**config.mk**
```make
export PLATFORM = sky130hd
export DESIGN_NAME = systolic_skew_feeder
export DESIGN_NICKNAME = d
export VERILOG_FILES = /design/src/rtl/systolic_skew_feeder.sv
export SDC_FILE = /design/constraint.sdc
export NUM_CORES = 1
export LEC_CHECK = 0
export ABC_AREA = 1
export BUFFER_PORTS_ARGS = -buffer_cell sky130_fd_sc_hd__buf_2
export CAP_MARGIN = 20
export CORE_AREA = 3 3 226 338
export DETAILED_ROUTE_END_ITERATION = 8
export DIE_AREA = 0 0 229 341
export PLACE_DENSITY_LB_ADDON = 0.05
export SLEW_MARGIN = 40
export SYNTH_ARGS = -nofsm -noshare
export SYNTH_HDL_FRONTEND = slang
export SYNTH_SLANG_ARGS = --single-unit
```
**constraint.sdc**
```tcl
create_clock -name clk -period 5.63 [get_ports clk]
set_clock_uncertainty 0.15 [all_clocks]
set_input_delay 0.563 -clock clk [delete_from_list [all_inputs] [get_ports clk]]
set_output_delay 0.563 -clock clk [all_outputs]
set_load 0.005 [all_outputs]
```
**src/rtl/systolic_skew_feeder.sv**
```systemverilog
// West-edge feeder. It buffers one tile of A-column beats, then streams the tile into the PE rows with lane i delayed by i cycles.
// Defining SKEW_FEEDER_TILE_CNT_EN adds the tile_count and last_k status outputs.
module systolic_skew_feeder #(
  parameter int N     = 4,
  parameter int DW    = 16,
  parameter int K_MAX = 8
) (
  input  logic                         clk,
  input  logic                         rst,
  input  logic                         in_valid,
  output logic                         in_ready,
  input  logic [N*DW-1:0]              in_data,
  input  logic                         in_last,
  output logic [N*DW-1:0]              row_out,
  output logic [N-1:0]                 lane_valid,
  output logic                         busy,
  output logic                         tile_done
`ifdef SKEW_FEEDER_TILE_CNT_EN
  ,
  output logic [15:0]                  tile_count,
  output logic [$clog2(K_MAX+1)-1:0]   last_k
`endif
);

  localparam int PW  = $clog2(K_MAX + 1);
  localparam int AW  = (K_MAX > 1) ? $clog2(K_MAX) : 1;
  localparam int DCW = (N > 1) ? $clog2(N) : 1;

  typedef enum logic [1:0] {IDLE, FILL, STREAM, DRAIN} state_t;

  state_t            state, state_nxt;
  logic [PW-1:0]     wr_ptr, rd_ptr, k_reg;
  logic [DCW-1:0]    drain_cnt;
  logic [N*DW-1:0]   mem [K_MAX];
  logic              accept, close_tile, stream_end, drain_end, done_nxt, push_v;
  logic [N*DW-1:0]   push_data;

  // Handshake: a beat transfers on a rising clk when in_valid & in_ready; while
  // in_ready is 0 the upstream must hold its beat, and in_last only counts on a transfer.
  assign in_ready   = (state == IDLE) | ((state == FILL) & (wr_ptr < PW'(K_MAX)));
  assign busy       = (state != IDLE);
  assign accept     = in_valid & in_ready;
  // The beat landing in the last buffer slot closes the tile even without in_last.
  assign close_tile = accept & (in_last | (wr_ptr == PW'(K_MAX - 1)));
  assign stream_end = (rd_ptr == k_reg - PW'(1));
  assign drain_end  = (drain_cnt == DCW'(N - 1));
  assign done_nxt   = (state == DRAIN) & drain_end;

  always_ff @(posedge clk or posedge rst) begin
    if (rst) state <= IDLE;
    else     state <= state_nxt;
  end

  always_comb begin
    state_nxt = state;
    case (state)
      IDLE:    if (accept) state_nxt = close_tile ? STREAM : FILL;
      FILL:    if (close_tile) state_nxt = STREAM;
      STREAM:  if (stream_end) state_nxt = DRAIN;
      DRAIN:   if (drain_end) state_nxt = IDLE;
      default: state_nxt = IDLE;
    endcase
  end

  always_ff @(posedge clk or posedge rst) begin
    if (rst) begin
      wr_ptr    <= '0;
      rd_ptr    <= '0;
      k_reg     <= '0;
      drain_cnt <= '0;
      tile_done <= 1'b0;
    end else begin
      tile_done <= done_nxt;
      if (accept) begin
        wr_ptr <= wr_ptr + PW'(1);
        if (close_tile) begin
          k_reg  <= wr_ptr + PW'(1);
          rd_ptr <= '0;
        end
      end
      if (state == STREAM) rd_ptr <= rd_ptr + PW'(1);
      if (state == DRAIN) begin
        drain_cnt <= drain_end ? '0 : drain_cnt + DCW'(1);
        if (drain_end) begin
          wr_ptr <= '0;
          rd_ptr <= '0;
        end
      end
    end
  end

  // Tile storage needs no reset: a reset only clears the pointers that qualify it.
  always_ff @(posedge clk) begin
    if (accept) mem[wr_ptr[AW-1:0]] <= in_data;
  end

  assign push_v    = (state == STREAM);
  assign push_data = push_v ? mem[rd_ptr[AW-1:0]] : '0;

  for (genvar i = 0; i < N; i++) begin : g_lane
    logic [DW-1:0] feed_d, out_d;
    logic          feed_v, out_v;

    if (i == 0) begin : g_nodly
      assign feed_d = push_data[DW-1:0];
      assign feed_v = push_v;
    end else begin : g_dly
      logic [DW-1:0] sd [i];
      logic [i-1:0]  sv;

      always_ff @(posedge clk or posedge rst) begin
        if (rst) begin
          for (int j = 0; j < i; j++) sd[j] <= '0;
          sv <= '0;
        end else begin
          sd[0] <= push_data[i*DW +: DW];
          sv[0] <= push_v;
          for (int j = 1; j < i; j++) begin
            sd[j] <= sd[j-1];
            sv[j] <= sv[j-1];
          end
        end
      end

      assign feed_d = sd[i-1];
      assign feed_v = sv[i-1];
    end

    // Lanes without real data are gated to zero so the PEs accumulate nothing.
    always_ff @(posedge clk or posedge rst) begin
      if (rst) begin
        out_d <= '0;
        out_v <= 1'b0;
      end else begin
        out_d <= feed_v ? feed_d : '0;
        out_v <= feed_v;
      end
    end

    assign row_out[i*DW +: DW] = out_d;
    assign lane_valid[i]       = out_v;
  end

`ifdef SKEW_FEEDER_TILE_CNT_EN
  always_ff @(posedge clk or posedge rst) begin
    if (rst) begin
      tile_count <= '0;
      last_k     <= '0;
    end else if (done_nxt) begin
      tile_count <= tile_count + 16'd1;
      last_k     <= k_reg;
    end
  end
`endif

endmodule
```
Word level (Yosys, flattened, before mapping)
Memories as Yosys holds them, arrays and structs flattened.
Index checks and enable logic that the tools add are counted.

storage, ports and cells
  bits of input ports = 68
  ROM bits = 0
  memories kept = 1
  memory bits (writable) = 512
  bits in latches = 0
  flip-flop bits (word level) = 186

cells by class
  divide/modulo/power cells = 0
  bitwise logic cells = 6
  multiply operators = 0
  mux-type cells = 22
  equal/unequal tests = 10
  $lt $le $gt $ge = 1
  reductions and logical operators = 4
  $add $sub $neg = 4
  shifts and indexed selects = 0

memory list
  name  words  bits a word  rd ports  clocked after memory_dff  write ports  line  RTL
  mem   8      64           1         0                         1            34    logic [N*DW-1:0] mem [K_MAX];

operator list
  kind                   number
  $mux W16               4
  $mux W64               1
  $mux W4                8
  $mux W2                6
  $add A4 B1 Y4 const B  2
  $ne A2 B2 Y1 const B   4
  $pmux W2 S4            1
  $eq A2 B2 Y1 const B   3
  $and A1 B1 Y1          4
  $eq A4 B3 Y1 const B   1
  $eq A4 B4 Y1           1
  $lt A4 B4 Y1 const B   1
  $reduce_and A4 Y1      1
  $sub A4 B1 Y4 const B  1
  $add A2 B1 Y2 const B  1
  $eq A2 B1 Y1 const B   1
  $logic_not A2 Y1       1
  $mux W1                2
  $or A1 B1 Y1           2
  $reduce_and A2 Y1      1
  $reduce_bool A2 Y1     1

Longest topological paths before layout
Gate-level depths: netlist (run 1).

  depth after elaboration = 10
  mapped depth = 13

Worst setup path after synthesis (run 1)
Ideal clock, no wire load.

  path kind = reg-to-reg
  start point = register state[0]
  end point = memory mem[6][0] in the netlist's numbering (enable)
  library setup time = 0.565 ns
  setup slack = -0.648 ns
  data arrival time = 5.562 ns
  path buffers = 0
  stages on the path, launching flop included = 8
  cells stage by stage = dfrtp_1 > inv_1 > ha_1 > inv_1 > nand2_1 > nand2_2 > or2_2 > nor3_1

on the way
  longest elaborated chain between the ends = 6
  elaborated cells between the ends (all ways) = 7
  those cells by class = 1 x eq/ne; 2 x mux; 3 x bitwise; 1 x reduce/logical

RTL lines
  element                          line  RTL
  start, declared                  31    state_t state, state_nxt;
  start signal, assigned           51    else state <= state_nxt;
  $eq A2 B1 Y1                     40    assign in_ready = (state == IDLE) | ((state == FILL) & (wr_ptr < PW'(K_MAX)));
  $and A1 B1 Y1                    40
  $or A1 B1 Y1 *                   40
  via in_ready                     11    output logic in_ready,
  $and A1 B1 Y1 *                  42    assign accept = in_valid & in_ready;
  $mux W1 *                        94    if (accept) mem[wr_ptr[AW-1:0]] <= in_data;
  $mux W1 (not written as such) *  94
  end, declared                    34

The timed path passes the listed nets; every way through them passes the cells marked *.

Worst setup path after layout (run 1)
  start point = register state[0]
  end point = memory mem[4][40] in the netlist's numbering (enable)

on the way
  longest elaborated chain between the ends = 6
  elaborated cells between the ends (all ways) = 7
  those cells by class = 1 x eq/ne; 2 x mux; 3 x bitwise; 1 x reduce/logical

RTL lines
  element                          line
  $eq A2 B1 Y1                     40
  $and A1 B1 Y1                    40
  $or A1 B1 Y1 *                   40
  $and A1 B1 Y1 *                  42
  $mux W1 *                        94
  $mux W1 (not written as such) *  94

Mark *: on every way between the ends. The rest lies on a longest branch, timed or not.

==> results of run 1 <==
## power by group through the flow
stage	logic, mW	registers (mW)	clock network (mW)
2_1_floorplan	2.71	6.64	0
3_3_place_gp	3.78	6.82	0
3_5_place_dp	3.87	6.82	0
4_1_cts	3.89	6.72	4.75
5_1_grt	4.31	6.79	4.94
6_report	3.75	6.70	4.58
## cell usage in the layout (no fill, tap or decap), types with 5 or more instances in the layout
cell type,count
a21oi_1,73
buf_12,6
buf_4,12
clkbuf_1,21
o21ai_0,189
buf_2,138
inv_6,6
edfxtp_1,512
clkinv_2,10
inv_1,65
buf_16,5
nor2_4,7
ha_1,9
buf_8,7
clkinv_1,9
clkbuf_16,73
nand2_1,216
dfrtp_1,178
clkbuf_8,10
nand3_1,8
nor2_1,393
o21ai_1,204
## worst reg2reg max path: cells and delay by family (launching register included)
kind,cells,cell delay [ns]
flops,1,0.43
simple gates,4,1.13
buf+inv,3,0.91
fa+ha+maj,1,0.16
## worst paths after layout
kind                            cells after the start  slack, ns                   to
worst max-delay path                                8       2.43           mem[4][40]
worst min-delay path                                1       0.07           mem[1][47]
worst max register to register                      8       2.43           mem[4][40]
worst min register to register                      0       0.20  g_lane[3].feed_d[7]
max in group asynchronous                           4       3.78            rd_ptr[2]
min in group asynchronous                           3       0.41  g_lane[2].out_d[12]
## area by class of cell
type,count,area [um^2],area share (%)
antenna,1,2.50,0.00838
clock buffer,104,2040,6.85
clock inverter,30,220,0.738
inverter,70,293,0.981
multi-input combinational,1111,4950,16.6
sequential,693,19900,66.7
tap,992,1240,4.16
timing repair buffer,172,1190,3.98
## layer usage
metal  global-route usage (%)  routed length (um)  vias to the layer above
met2                     29.5               33000                      292
li1                         -                   -                     7144
met1                     19.8               26400                     7539
met3                     2.95                2670                      110
met5                        0                  62                        -
met4                     5.49                1440                       10
## cells in the mapped netlist
library cell,count
buf_6,14
ha_1,9
buf_4,11
nand2_1,216
clkbuf_1,65
or2_2,2
xnor2_1,1
buf_2,20
and2_1,1
buf_1,8
buf_8,1
nand4_1,2
xor2_1,3
nor2_1,400
nand3_1,8
nand2_2,1
dfrtp_1,181
o21ai_1,204
o211ai_1,1
a21oi_1,73
nor3_1,1
clkinv_2,1
inv_2,1
o21ai_0,189
inv_1,68
edfxtp_1,512
## logic make-up after synthesis
kind of cell               count (synthesis)
DFF                                      693
and+or+nand+nor                          631
AOI/OAI and AO/OA                        467
buffers and inverters                    189
adders and majority gates                  9
xor gates and xnor gates                   4
## stage by stage
step	utilization (%)	setup WS (ns)	hold WS (ns)	area, um^2	power [mW]
floorplan	-	0.00168	0.181	25700	9.35
global placement	37.0	2.40	0.183	27300	10.6
detailed placement	37.3	2.38	0.185	27600	10.7
CTS	40.4	2.36	0.0162	29800	15.4
global route	40.4	2.20	0.0517	29800	16.0
finish	40.4	2.43	0.0695	29800	15.0
==> metrics.md, run 1 <==
| Metric | Value |
|---|---|
| Outcome | `completed` |
| WP buf/inv | `3` |
| Mapped Nets | `2070` |
| Final Cycle Share | `a little under three fifths` |
| Die area | `78100 um^2` |
| Sequential share of power | `44.6%` |
| CP Class | `reg -> reg` |
| Clock network power share | `a little under a third` |
| XOR/XNOR Fraction of Synth Area | `less than 1%` |
| Final Max Slew Viols | `0` |
| Pre-Repair DR Iteration Count | `4` |
| Bufs on Longest Clock Path | `3` |
| Complex-gate fraction of the synthesized area | `a little under a tenth` |
| CP required | `approximately 5.7 ns` |
| Via count | `roughly 15000` |
| Die Span Y | `roughly 340 um` |
| Initial Util | `34.8%` |
| Drt wl/cell | `20.1 um` |
| Final setup fails | `0` |
| # rows | `about 120` |
| First-pass GRT wire length | `~98000 um` |
| Synthesized cell area | `~26000 um^2` |
| IR drop worst, VDD | `between 0.0004 and 0.0005 V` |
| Core area | `approximately 74000 um^2` |
| Crit path capture type | `flop` |
| Top cells by area, synth | `edfxtp_1, dfrtp_1, nor2_1` |
| Vias in the first global route | `between 15000 and 20000` |
| H-tree depth | `3` |
| Port Buffers | `around 140` |
| Pleak | `11.5 nW` |
| Chip width | `about 230 um` |
| Tmin final | `~3.2 ns` |
| Remaining Overflow, GRT | `0` |
| Slew Limit Headroom | `around half` |
| Top-area cell type share of the netlist area | `59.9%` |
| # Post-CTS Setup Buffers | `0` |
| Top delay family on crit path | `simple AND/OR/NAND/NOR gates` |
| Crit path largest cell delay | `just over 0.7 ns` |
| Hold path startpoint | `in_data[47]` |
| GPL Wtd Cong | `around 0.74` |
| CTS buffer count | `72` |
| Switching share of power | `around 33%` |
| Fill count | `7032` |
| Crit path launch type | `flop` |
| Io pins | `~140` |
| Crit-path cells | `inv_1 > ha_1 > inv_1 > nand2_1 > nand2_2 > or2_2 > nor2_4 > buf_4` |
| Logic pwr share | `around 25%` |
| Clock latency on the worst-skew pair | `slightly above 0.6 ns` |
| Max-cap violations | `0` |
| Layout Nets | `2197` |
| Routed Antenna Nets | `0` |
| R2R Path Start | `state[0]` |
| Ratio of cells with drive above 1 in the final layout | `between 10% and 20%` |
| Leading area contributor after synthesis | `edfxtp_1` |
| Aggregate global-route resource usage | `16.4%` |
| Slowest CP cell | `buf_4` |
| Net load switching power | `between 4 and 5 mW` |
| Post-CTS sizing | `0` |
| Post-Synth Adder-Cell Area | `0.439%` |
| Simple-Gate Fraction of Synth Area | `9.33%` |
| Initial DRC count | `between 900 and 1000` |
| Worst slew pin tran | `0.769 ns` |
| Mux cell area share after synthesis | `0%` |
| Final wirelength | `around 64000 um` |
| Most frequent CP cell | `inv_1` |
| Clk root buf | `clkbuf_16` |
| Area Overhead vs Synth | `16.2%` |
| Pint | `10.0 mW` |
| Critical Path Start | `state[0]` |
| CTS Sinks | `693` |
| Largest family of logic cells by synthesized area | `simple AND/OR/NAND/NOR gates` |
| Mean Syn Cell Area | `12.9 um^2` |
| Vias/cell | `roughly 4.8` |
| Final hold violations | `0` |
| PwrDens | `504 nW/um^2` |
| Clock-pin slew on the worst setup and hold paths | `about 0.060 ns` |
| Fmax | `roughly 0.31 GHz` |
| Data arrival, critical path | `between 3 and 4 ns` |
| YS warnings | `0` |
| Register area share after synthesis | `around 78%` |
| Post-route insts no fill | `3173` |
| Post-Place Cells | `around 3000` |
| Dpl hpwl | `between 30000 and 40000 um` |
| RSZ-0062 raised after global routing | `no` |
| Cts hold-fix bufs | `1` |
| CTS tree | `yes` |
| Crit Path Max Fanout | `47` |
| Antenna violations before repair | `11` |
| Pin count of the biggest net entering global routing | `158` |
| TNS Setup | `0 ns` |
| Post-Synthesis Cells | `between 1500 and 2000` |
| Min-Delay Path Class | `in -> reg` |
| Number of flip-flops in the largest register | `between 500 and 600` |
| Post-synthesis cell type count | `26` |
| FF+latch count, synth | `693` |
| Drc violations | `0` |
(Power assumes the default switching activity.)
==> inputs of run 2 (changes only) <==
==> constraint.sdc (replaced) <==
create_clock -name clk -period 3.1 [get_ports clk]
set_clock_uncertainty 0.15 [all_clocks]
set_input_delay 0.31 -clock clk [delete_from_list [all_inputs] [get_ports clk]]
set_output_delay 0.31 -clock clk [all_outputs]
set_load 0.005 [all_outputs]
==> run 2 against run 1 <==
  * Cell count grew 2.2%
  * Design area grew 2.0%
  * Via count grew 0.91%
  * First-iteration DRC count shrank 16%
  * Register-to-register slack lost 1.8 ns
  * Utilization grew 0.81 points
  * Non-clock buffer count grew 72
  * Die area is the same
  * Sequential cell count is the same
  * Wire length shrank 1.8%
  * Largest cell class unchanged
==> metrics.md, run 2 (synthesis results as in run 1) <==
| Metric | Value |
|---|---|
| Remaining Overflow, GRT | `0` |
| Number of flip-flops in the largest register | `approximately 500` |
| Fmax | `0.406 GHz` |
| Clock-pin slew on the worst setup and hold paths | `~0.06 ns` |
| Final hold violations | `0` |
| Routed Antenna Nets | `0` |
| Slew Limit Headroom | `53.1%` |
| Min-Delay Path Class | `in -> async` |
| Antenna violations before repair | `6` |
| IR drop worst, VDD | `roughly 0.00048 V` |
| Chip width | `around 230 um` |
| First-pass GRT wire length | `around 97000 um` |
| CP required | `around 3.2 ns` |
| H-tree depth | `3` |
| Pleak | `between 10 and 15 nW` |
| Io pins | `139` |
| CTS buffer count | `69` |
| Crit path capture type | `flop` |
| Pin count of the biggest net entering global routing | `approximately 120` |
| Commonest non-fill, non-tap cell in the layout | `edfxtp_1` |
| Post-route core utilization | `41.2%` |
| Total power | `between 20 and 30 mW` |
| Aggregate global-route resource usage | `16.1%` |
| Die area | `between 70000 and 80000 um^2` |
| Crit path launch type | `flop` |
| Dpl hpwl | `34600 um` |
| Final setup fails | `0` |
| GPL Wtd Cong | `~0.74` |
| Vias/cell | `4.70` |
| CTS Sinks | `around 700` |
| Post-Place Cells | `between 3000 and 4000` |
| Outcome | `completed` |
| # rows | `between 100 and 150` |
| Via count | `between 15000 and 20000` |
| CP Class | `reg -> reg` |
| Final Cycle Share | `between 70% and 80%` |
| Die Span Y | `roughly 340 um` |
| Tmin final | `between 2 and 2.5 ns` |
| R2R cell count | `9` |
| Initial Util | `around a third` |
| TNS Setup | `0 ns` |
| Worst slew pin tran | `around 0.7 ns` |
| Layout Nets | `2266` |
| R2R Path Start | `state[1]` |
| Pre-Repair DR Iteration Count | `5` |
| CTS tree | `yes` |
| Initial DRC count | `roughly 800` |
| Drc violations | `0` |
| Bufs on Longest Clock Path | `3` |
| Drt wl/cell | `between 15 and 20 um` |
| Core area | `between 70000 and 80000 um^2` |
| Commonest cells after routing, fill and taps aside | `edfxtp_1, nor2_1, nand2_1` |
| Ratio of cells with drive above 1 in the final layout | `13.4%` |
| Critical Path Start | `state[1]` |
| Clk root buf | `clkbuf_16` |
| Clock latency on the worst-skew pair | `about 0.6 ns` |
| Port Buffers | `138` |
| Post-CTS sizing | `0` |
| Crit Path Max Fanout | `31` |
| Data arrival, critical path | `2.54 ns` |
| Post-route insts no fill | `around 3200` |
| RSZ-0062 raised after global routing | `no` |
| Area Overhead vs Synth | `18.6%` |
| Max-cap violations | `0` |
| PwrDens | `between 800 and 900 nW/um^2` |
| Final Max Slew Viols | `0` |
| Vias in the first global route | `around 16000` |
| Final wirelength | `about 62000 um` |
## run 2: worst max-delay path: stages, from the launching register on
cell and delay, ns:
dfrtp_1 0.42, inv_2 0.09, ha_1 0.16, nand2_1 0.07
nand2_2 0.08, nand2_4 0.09, inv_1 0.14, nand2_1 0.20
nor2_4 0.17, buf_4 0.50
## run 2: worst paths after layout
check                           slack, ns                endpoint
worst max register to register       0.64               mem[5][6]
worst max-delay path                 0.64               mem[5][6]
worst min-delay path                 0.06     g_lane[2].feed_d[9]
min in group clk                     0.14               rd_ptr[2]
max in group asynchronous            2.04      g_lane[0].out_d[9]
worst min register to register       0.19  g_lane[3].g_dly.sd[20]
## run 2: per-stage QoR
stage | setup WS [ns] | hold WS, ns | cell area (um^2)
after floorplan | -1.32 | 0.181 | 25700
after global placement | 0.624 | 0.131 | 27600
after detailed placement | 0.613 | 0.133 | 27600
after CTS | 0.606 | 0.0238 | 30400
after global routing | 0.448 | 0.0487 | 30400
final | 0.639 | 0.0598 | 30400
## run 2: layout make-up
class                   count  area (um^2)
fillers                  7042        43400
flip-flops and latches    693        19900
multi-input cells        1111         4960
clock buffers             101         1970
repair buffers            244         1890
well taps                 992         1240
inverters                  70          279
clock inverters            27          181
diodes                      4         10.0
## run 2: repair_timing
item                                   4_1_cts  5_1_grt
hold buffers                                66        0
setup buffers                                0        0
endpoints found under the hold margin      696        0
## run 2: routing by layer
| metal | wire, um | vias up | GRT usage, % |
|---|---|---|---|
| met1 | 26300 | 7570 | 19.9 |
| met2 | 32000 | 260 | 28.4 |
| li1 | - | 7288 | - |
| met4 | 1890 | 2 | 6.42 |
| met3 | 2290 | 113 | 2.60 |
| met5 | 13 | - | 0 |
## run 2: power breakdown
group / switching (mW) / total (mW) / internal, mW / leakage (nW)
Sequential: 0.617 / 12.1 / 11.5 / 7.06
Clock: 3.50 / 8.03 / 4.53 / 1.06
Combinational: 4.88 / 7.05 / 2.18 / 3.62
Total: 8.99 / 27.2 / 18.2 / 11.7
